==> config.mk <==
export PLATFORM = sky130hd
export DESIGN_NAME = regfile_write_arbiter
export DESIGN_NICKNAME = d
export VERILOG_FILES = /design/src/rtl/regfile_pkg.sv /design/src/rtl/regfile_wr_stats.sv /design/src/rtl/regfile_write_arbiter.sv
export SDC_FILE = /design/constraint.sdc
export NUM_CORES = 1
export LEC_CHECK = 0
export CORE_UTILIZATION = 42
export DETAILED_ROUTE_END_ITERATION = 8
export PLACE_DENSITY_LB_ADDON = 0.15
export SLEW_MARGIN = 20
export SYNTH_ARGS = -nofsm -noshare
export SYNTH_HDL_FRONTEND = slang
export SYNTH_HIERARCHICAL = 1
export SYNTH_SLANG_ARGS = --single-unit
==> constraint.sdc <==
create_clock -name clock -period 2.5 [get_ports clock]
set_input_delay 0.625 -clock clock [delete_from_list [all_inputs] [get_ports clock]]
set_output_delay 0.625 -clock clock [all_outputs]
set_load 0.005 [all_outputs]
==> src/rtl/regfile_pkg.sv <==
// Shared types and constants for the regfile write-port arbiter slice.
// Holds the default widths, the hardwired-zero register index and the arbiter state.
package regfile_pkg;

  localparam int ADDR_W   = 5;
  localparam int DATA_W   = 32;
  localparam int ZERO_REG = 0;

  typedef enum logic {
    NORMAL,
    FORCE
  } arbState_t;

endpackage

==> src/rtl/regfile_wr_stats.sv <==
// Transfer and conflict counters for the regfile write arbiter.
// Built only when WRARB_STATS_EN is defined.
module regfile_wr_stats (
  input  logic        clock,
  input  logic        ctrl_reset,
  input  logic        wbXfer,
  input  logic        mdXfer,
  input  logic        conflict,
  output logic [31:0] stat_wb_cnt,
  output logic [31:0] stat_md_cnt,
  output logic [31:0] stat_conflict_cnt
);

  always_ff @(posedge clock) begin
    if (ctrl_reset) begin
      stat_wb_cnt       <= '0;
      stat_md_cnt       <= '0;
      stat_conflict_cnt <= '0;
    end else begin
      if (wbXfer)
        stat_wb_cnt <= stat_wb_cnt + 32'd1;
      if (mdXfer)
        stat_md_cnt <= stat_md_cnt + 32'd1;
      if (conflict)
        stat_conflict_cnt <= stat_conflict_cnt + 32'd1;
    end
  end

endmodule

==> src/rtl/regfile_write_arbiter.sv <==
// Shares the regfile write port between writeback and mult/div, wb priority
// with a starvation guard. Optional counters under WRARB_STATS_EN.
module regfile_write_arbiter #(
  parameter int DATA_W   = regfile_pkg::DATA_W,
  parameter int ADDR_W   = regfile_pkg::ADDR_W,
  parameter int MAX_WAIT = 4
) (
  input  logic              clock,
  input  logic              ctrl_reset,
  input  logic              wb_valid,
  input  logic [ADDR_W-1:0] wb_reg,
  input  logic [DATA_W-1:0] wb_data,
  output logic              wb_ready,
  input  logic              md_valid,
  input  logic [ADDR_W-1:0] md_reg,
  input  logic [DATA_W-1:0] md_data,
  output logic              md_ready,
  output logic              ctrl_writeEn,
  output logic [ADDR_W-1:0] ctrl_writeReg,
  output logic [DATA_W-1:0] data_writeReg,
  output logic              arb_force
`ifdef WRARB_STATS_EN
  ,
  output logic [31:0]       stat_wb_cnt,
  output logic [31:0]       stat_md_cnt,
  output logic [31:0]       stat_conflict_cnt
`endif
);

  import regfile_pkg::*;

  localparam int CNT_W = $clog2(MAX_WAIT + 1);
  localparam logic [ADDR_W-1:0] ZREG = ADDR_W'(ZERO_REG);
  localparam logic [CNT_W-1:0] CNT_MAX = CNT_W'(MAX_WAIT);

  arbState_t        state;
  logic [CNT_W-1:0] starveCnt;
  logic [CNT_W-1:0] cntNext;
  logic             writeEnQ;
  logic             wbXfer;
  logic             mdXfer;
  logic             mdBlocked;

  always_comb begin
    wb_ready = 1'b0;
    md_ready = 1'b0;
    if (!ctrl_reset) begin
      unique case (state)
        NORMAL: begin
          wb_ready = wb_valid;
          md_ready = md_valid && !wb_valid;
        end
        FORCE: begin
          md_ready = md_valid;
          wb_ready = wb_valid && !md_valid;
        end
        default: ;
      endcase
    end
  end

  assign wbXfer    = wb_valid && wb_ready;
  assign mdXfer    = md_valid && md_ready;
  assign mdBlocked = md_valid && !md_ready
                  && (state == NORMAL);

  always_comb begin
    cntNext = starveCnt;
    if (mdXfer || !md_valid)
      cntNext = '0;
    else if (mdBlocked && starveCnt != CNT_MAX)
      cntNext = starveCnt + CNT_W'(1);
  end

  always_ff @(posedge clock) begin
    if (ctrl_reset) begin
      state         <= NORMAL;
      starveCnt     <= '0;
      writeEnQ      <= 1'b0;
      ctrl_writeReg <= '0;
      data_writeReg <= '0;
    end else begin
      starveCnt <= cntNext;
      unique case (state)
        NORMAL:
          if (cntNext == CNT_MAX)
            state <= FORCE;
        FORCE:
          if (mdXfer || !md_valid)
            state <= NORMAL;
        default:
          state <= NORMAL;
      endcase
      writeEnQ <= 1'b0;
      if (wbXfer && wb_reg != ZREG) begin
        writeEnQ      <= 1'b1;
        ctrl_writeReg <= wb_reg;
        data_writeReg <= wb_data;
      end else if (mdXfer && md_reg != ZREG) begin
        writeEnQ      <= 1'b1;
        ctrl_writeReg <= md_reg;
        data_writeReg <= md_data;
      end
    end
  end

  // reset discards a write already registered for this cycle
  assign ctrl_writeEn = writeEnQ && !ctrl_reset;
  assign arb_force    = (state == FORCE);

`ifdef WRARB_STATS_EN
  regfile_wr_stats uStats (
    .clock             (clock),
    .ctrl_reset        (ctrl_reset),
    .wbXfer            (wbXfer),
    .mdXfer            (mdXfer),
    .conflict          (wb_valid && md_valid),
    .stat_wb_cnt       (stat_wb_cnt),
    .stat_md_cnt       (stat_md_cnt),
    .stat_conflict_cnt (stat_conflict_cnt)
  );
`endif

endmodule

==> impl_metrics.py <==
metrics = {
    "outcome": {
        "status": "complete, no violations",
    },
    "global_route": {
        "grt_antenna_before_repair": 0,
        "grt_pass1_wl_um": 10600,
        "grt_start_max_net_pins": 39,
        "grt_overflow": 0,
        "grt_util_all_layers_pct": 25.4,
        "grt_pass1_vias": 2245,
    },
    "synthesis": {
        "synth_cell_types": 32,
        "syn_area_per_cell_um2": 8.71,
        "yosys.area_share.simple_pct": 25.2,
        "synth_area_leader_cell": "dfxtp_1",
        "syn-num-nets": 326,
        "yosysSeqAreaShare_pct": 39.2,
        "ys_warn_count": 6,
        "synthArstFlopShare_pct": 0,
        "synth_fa_ha_area_share_pct": 1.17,
        "ys.flop_type": "dfxtp_1",
        "synth_edf_count": 0,
        "synth_area_mm2": 0.00214,
        "synthTopCellsByArea": "dfxtp_1 (39%), a311oi_2 (14%), nand2_1 (12%), nor3_1 (8.4%), a311oi_1 (4.9%)",
        "synth_top_area_share_pct": 39.2,
        "muxShareOfSynthArea_pct": 0,
        "synth_top_family_by_area": "compound AO/OA/AOI/OAI gates",
        "synth_compound_area_share_pct": 25.7,
        "netlist_instances": 246,
        "ys_ff_latch": 42,
        "synthXorXnorAreaFrac_pct": 0.409,
    },
    "job": {
        "drv_cap": 0,
    },
    "critical_path": {
        "max_stage_delay_ns": 0.51,
        "end_kind": "output port",
        "worstPathArrival_ns": 1.83,
        "rr_endpoint": "data_writeReg[6]",
        "crit_fanout": 2,
        "path_cells": "clkdlybuf4s50_1 > nand2b_1 > and2_1 > clkdlybuf4s50_1",
        "path_depth": 4,
        "crit_top_cell": "clkdlybuf4s50_1",
        "start_kind": "input pin",
        "critical_path_class": "input pin to output port",
        "cpLargestDelayFamily": "buffers and inverters",
        "crit_start": "wb_valid",
        "worst-path-buf-inv": 2,
        "ff2ff_path_depth": 7,
        "regToRegSetupSlack_ns": 0.91,
        "worstPathRequired_ns": 1.88,
        "crit_end": "md_ready",
        "r2r_start": "arb_force",
        "cpMaxStageDelayCell": "clkdlybuf4s50_1",
    },
    "timing": {
        "fin_ws_ns": 0.0426,
        "skew_ns": 0.0101,
        "slew_headroom_pct": 68.0,
        "fmax_mhz": 407,
        "hold_viol_final": 0,
        "tightestPinTransition_ns": 0.480,
        "final-setup-viol-count": 0,
        "min_period_ns": 2.46,
        "slew_violations": 0,
        "holdWs_ns": 0.492,
        "finalCritPeriodShare_pct": 98.3,
        "rsz0062_at_grt": "no",
    },
    "clock_tree": {
        "cts_buffers": 5,
        "clk_latency_ns": 0.30,
        "cts_buffer_depth": 2,
        "cts_tree": "yes",
        "cts_htree_levels": 2,
        "clock-root-buffer": "clkbuf_8",
        "clkSinkCount": 42,
        "clk_pin_slew_ns": 0.08,
    },
    "floorplan": {
        "initial_core_util_pct": 44.5,
        "core_area_mm2": 0.00482,
        "dieArea_mm2": 0.00539,
        "pin_count": 119,
        "row_count": 25,
        "die_w_um": 73.4,
        "die_y_um": 73.4,
    },
    "route": {
        "wirelength_um": 6530,
        "drc": 0,
        "detail_route.wl_per_cell_um": 15.1,
        "via_per_inst": 5.36,
        "drtIter0Drc": 108,
        "antenna_left": 0,
        "drtPass1Iterations": 4,
        "via_count": 2320,
    },
    "power_and_ir_drop": {
        "sw_frac_of_total_pct": 23.4,
        "p_leak_uw": 0.00127,
        "powerDensity_mw_per_mm2": 504,
        "pwr-share-seq_pct": 41.3,
        "power.net_switching_uw": 423,
        "p_clk_share_pct": 35.5,
        "ir_drop_mv": 0.273,
        "p_comb_share_pct": 23.3,
        "power.internal_uw": 1380,
        "p_total_uw": 1800,
    },
    "place": {
        "pre_cts_slack_ns": -0.121,
        "dpl-instance-area_mm2": 0.00342,
        "hpwl_um": 4580,
        "gp_congestion": 0.761,
        "portBuffers": 118,
    },
    "final_layout": {
        "most-common-layout-cells": "clkdlybuf4s50_1 (115), nand2_1 (68), dfxtp_1 (42)",
        "antenna_cells": 0,
        "design_area_mm2": 0.00358,
        "syn_to_final_growth_pct": 67.1,
        "fin_nets": 445,
        "drive_gt1_share_pct": 14.8,
        "final_common_cell": "clkdlybuf4s50_1",
    },
    "hold_path": {
        "hp-class": "register to register",
    },
}
[state kept, by name, summed over array words and instances (netlist names)]
signal         cells
arb_force          1
ctrl_writeReg      5
data_writeReg     32
starveCnt          3
writeEnQ           1
[timing repair]
action	4_1_cts	5_1_grt
endpoints found under the setup margin	2	1
resized for setup	6	0
hold buffers	0	0
gates cloned	0	0
setup buffers	0	1
[worst reg2reg max path, delay by kind of cell (launching register included)]
kind / cells / cell delay (ns)
and+or+nand+nor: 2 / 0.23
buffers and inverters: 3 / 0.40
AOI/OAI and AO/OA: 2 / 0.46
DFF: 1 / 0.42
[synth_stat cells (all sizes together), types with 2 or more instances]
cell type and count:
inv 7, buf 16, nor2b 3, nand2 68
nor2 5, o31ai 3, a22oi 4, a311oi 32
dfxtp 42, clkbuf 7, ha 2, a21oi 6
nor3 36
[how the worst min path moves through the flow]
| stage | startpoint | end | slack (ns) | depth (start not counted) |
|---|---|---|---|---|
| after floorplan | ctrl_writeReg[4] | ctrl_writeReg[4] | 0.48 | 2 |
| after global placement | data_writeReg[5] | data_writeReg[5] | 0.47 | 2 |
| after detailed placement | data_writeReg[26] | data_writeReg[26] | 0.48 | 2 |
| after CTS | data_writeReg[1] | data_writeReg[1] | 0.49 | 2 |
| after global routing | data_writeReg[27] | data_writeReg[27] | 0.52 | 2 |
| final | data_writeReg[1] | data_writeReg[1] | 0.49 | 2 |
[area by class of cell]
| class | count | area [um^2] |
|---|---|---|
| tap | 67 | 83.8 |
| sequential | 42 | 841 |
| clock buffer | 5 | 68.8 |
| multi-input combinational | 174 | 1150 |
| timing repair buffer | 135 | 1340 |
| fill | 405 | 1230 |
| inverter | 7 | 26.3 |
| clock inverter | 3 | 68.8 |
[metrics by stage]
| stage | TNS, ns | util [%] | instances |
|---|---|---|---|
| 4_1_cts | 0 | 74.2 | 432 |
| 3_5_place_dp | -0.215 | 71.1 | 424 |
| 3_3_place_gp | -0.205 | 71.1 | 424 |
| 5_1_grt | 0 | 74.4 | 433 |
| 6_report | 0 | 74.4 | 433 |
| 2_1_floorplan | 0 | - | 246 |
[routing by layer]
metal / wire length (um) / track usage (%) / vias up
met2: 3350 / 44.5 / 76
li1: - / - / 1126
met3: 436 / 6.72 / 8
met1: 2670 / 30.8 / 1110
met5: 0 / 0 / -
met4: 80 / 6.41 / 0
[power by group through the flow]
stage	clock [uW]	combinational, uW	sequential [uW]
finish	641	420	745
global route	686	452	751
CTS	652	422	744
detailed placement	0	417	759
global placement	0	411	758
floorplan	0	151	761
[cells by family after synthesis]
kind of cell             after synthesis
adder cells (fa/ha/maj)                2
buffers and inverters                 30
flip-flops                            42
AO/OA/AOI/OAI                         51
AND/OR/NAND/NOR                      120
XOR/XNOR                               1
Note: power is estimated with default switching activity, not from simulation.
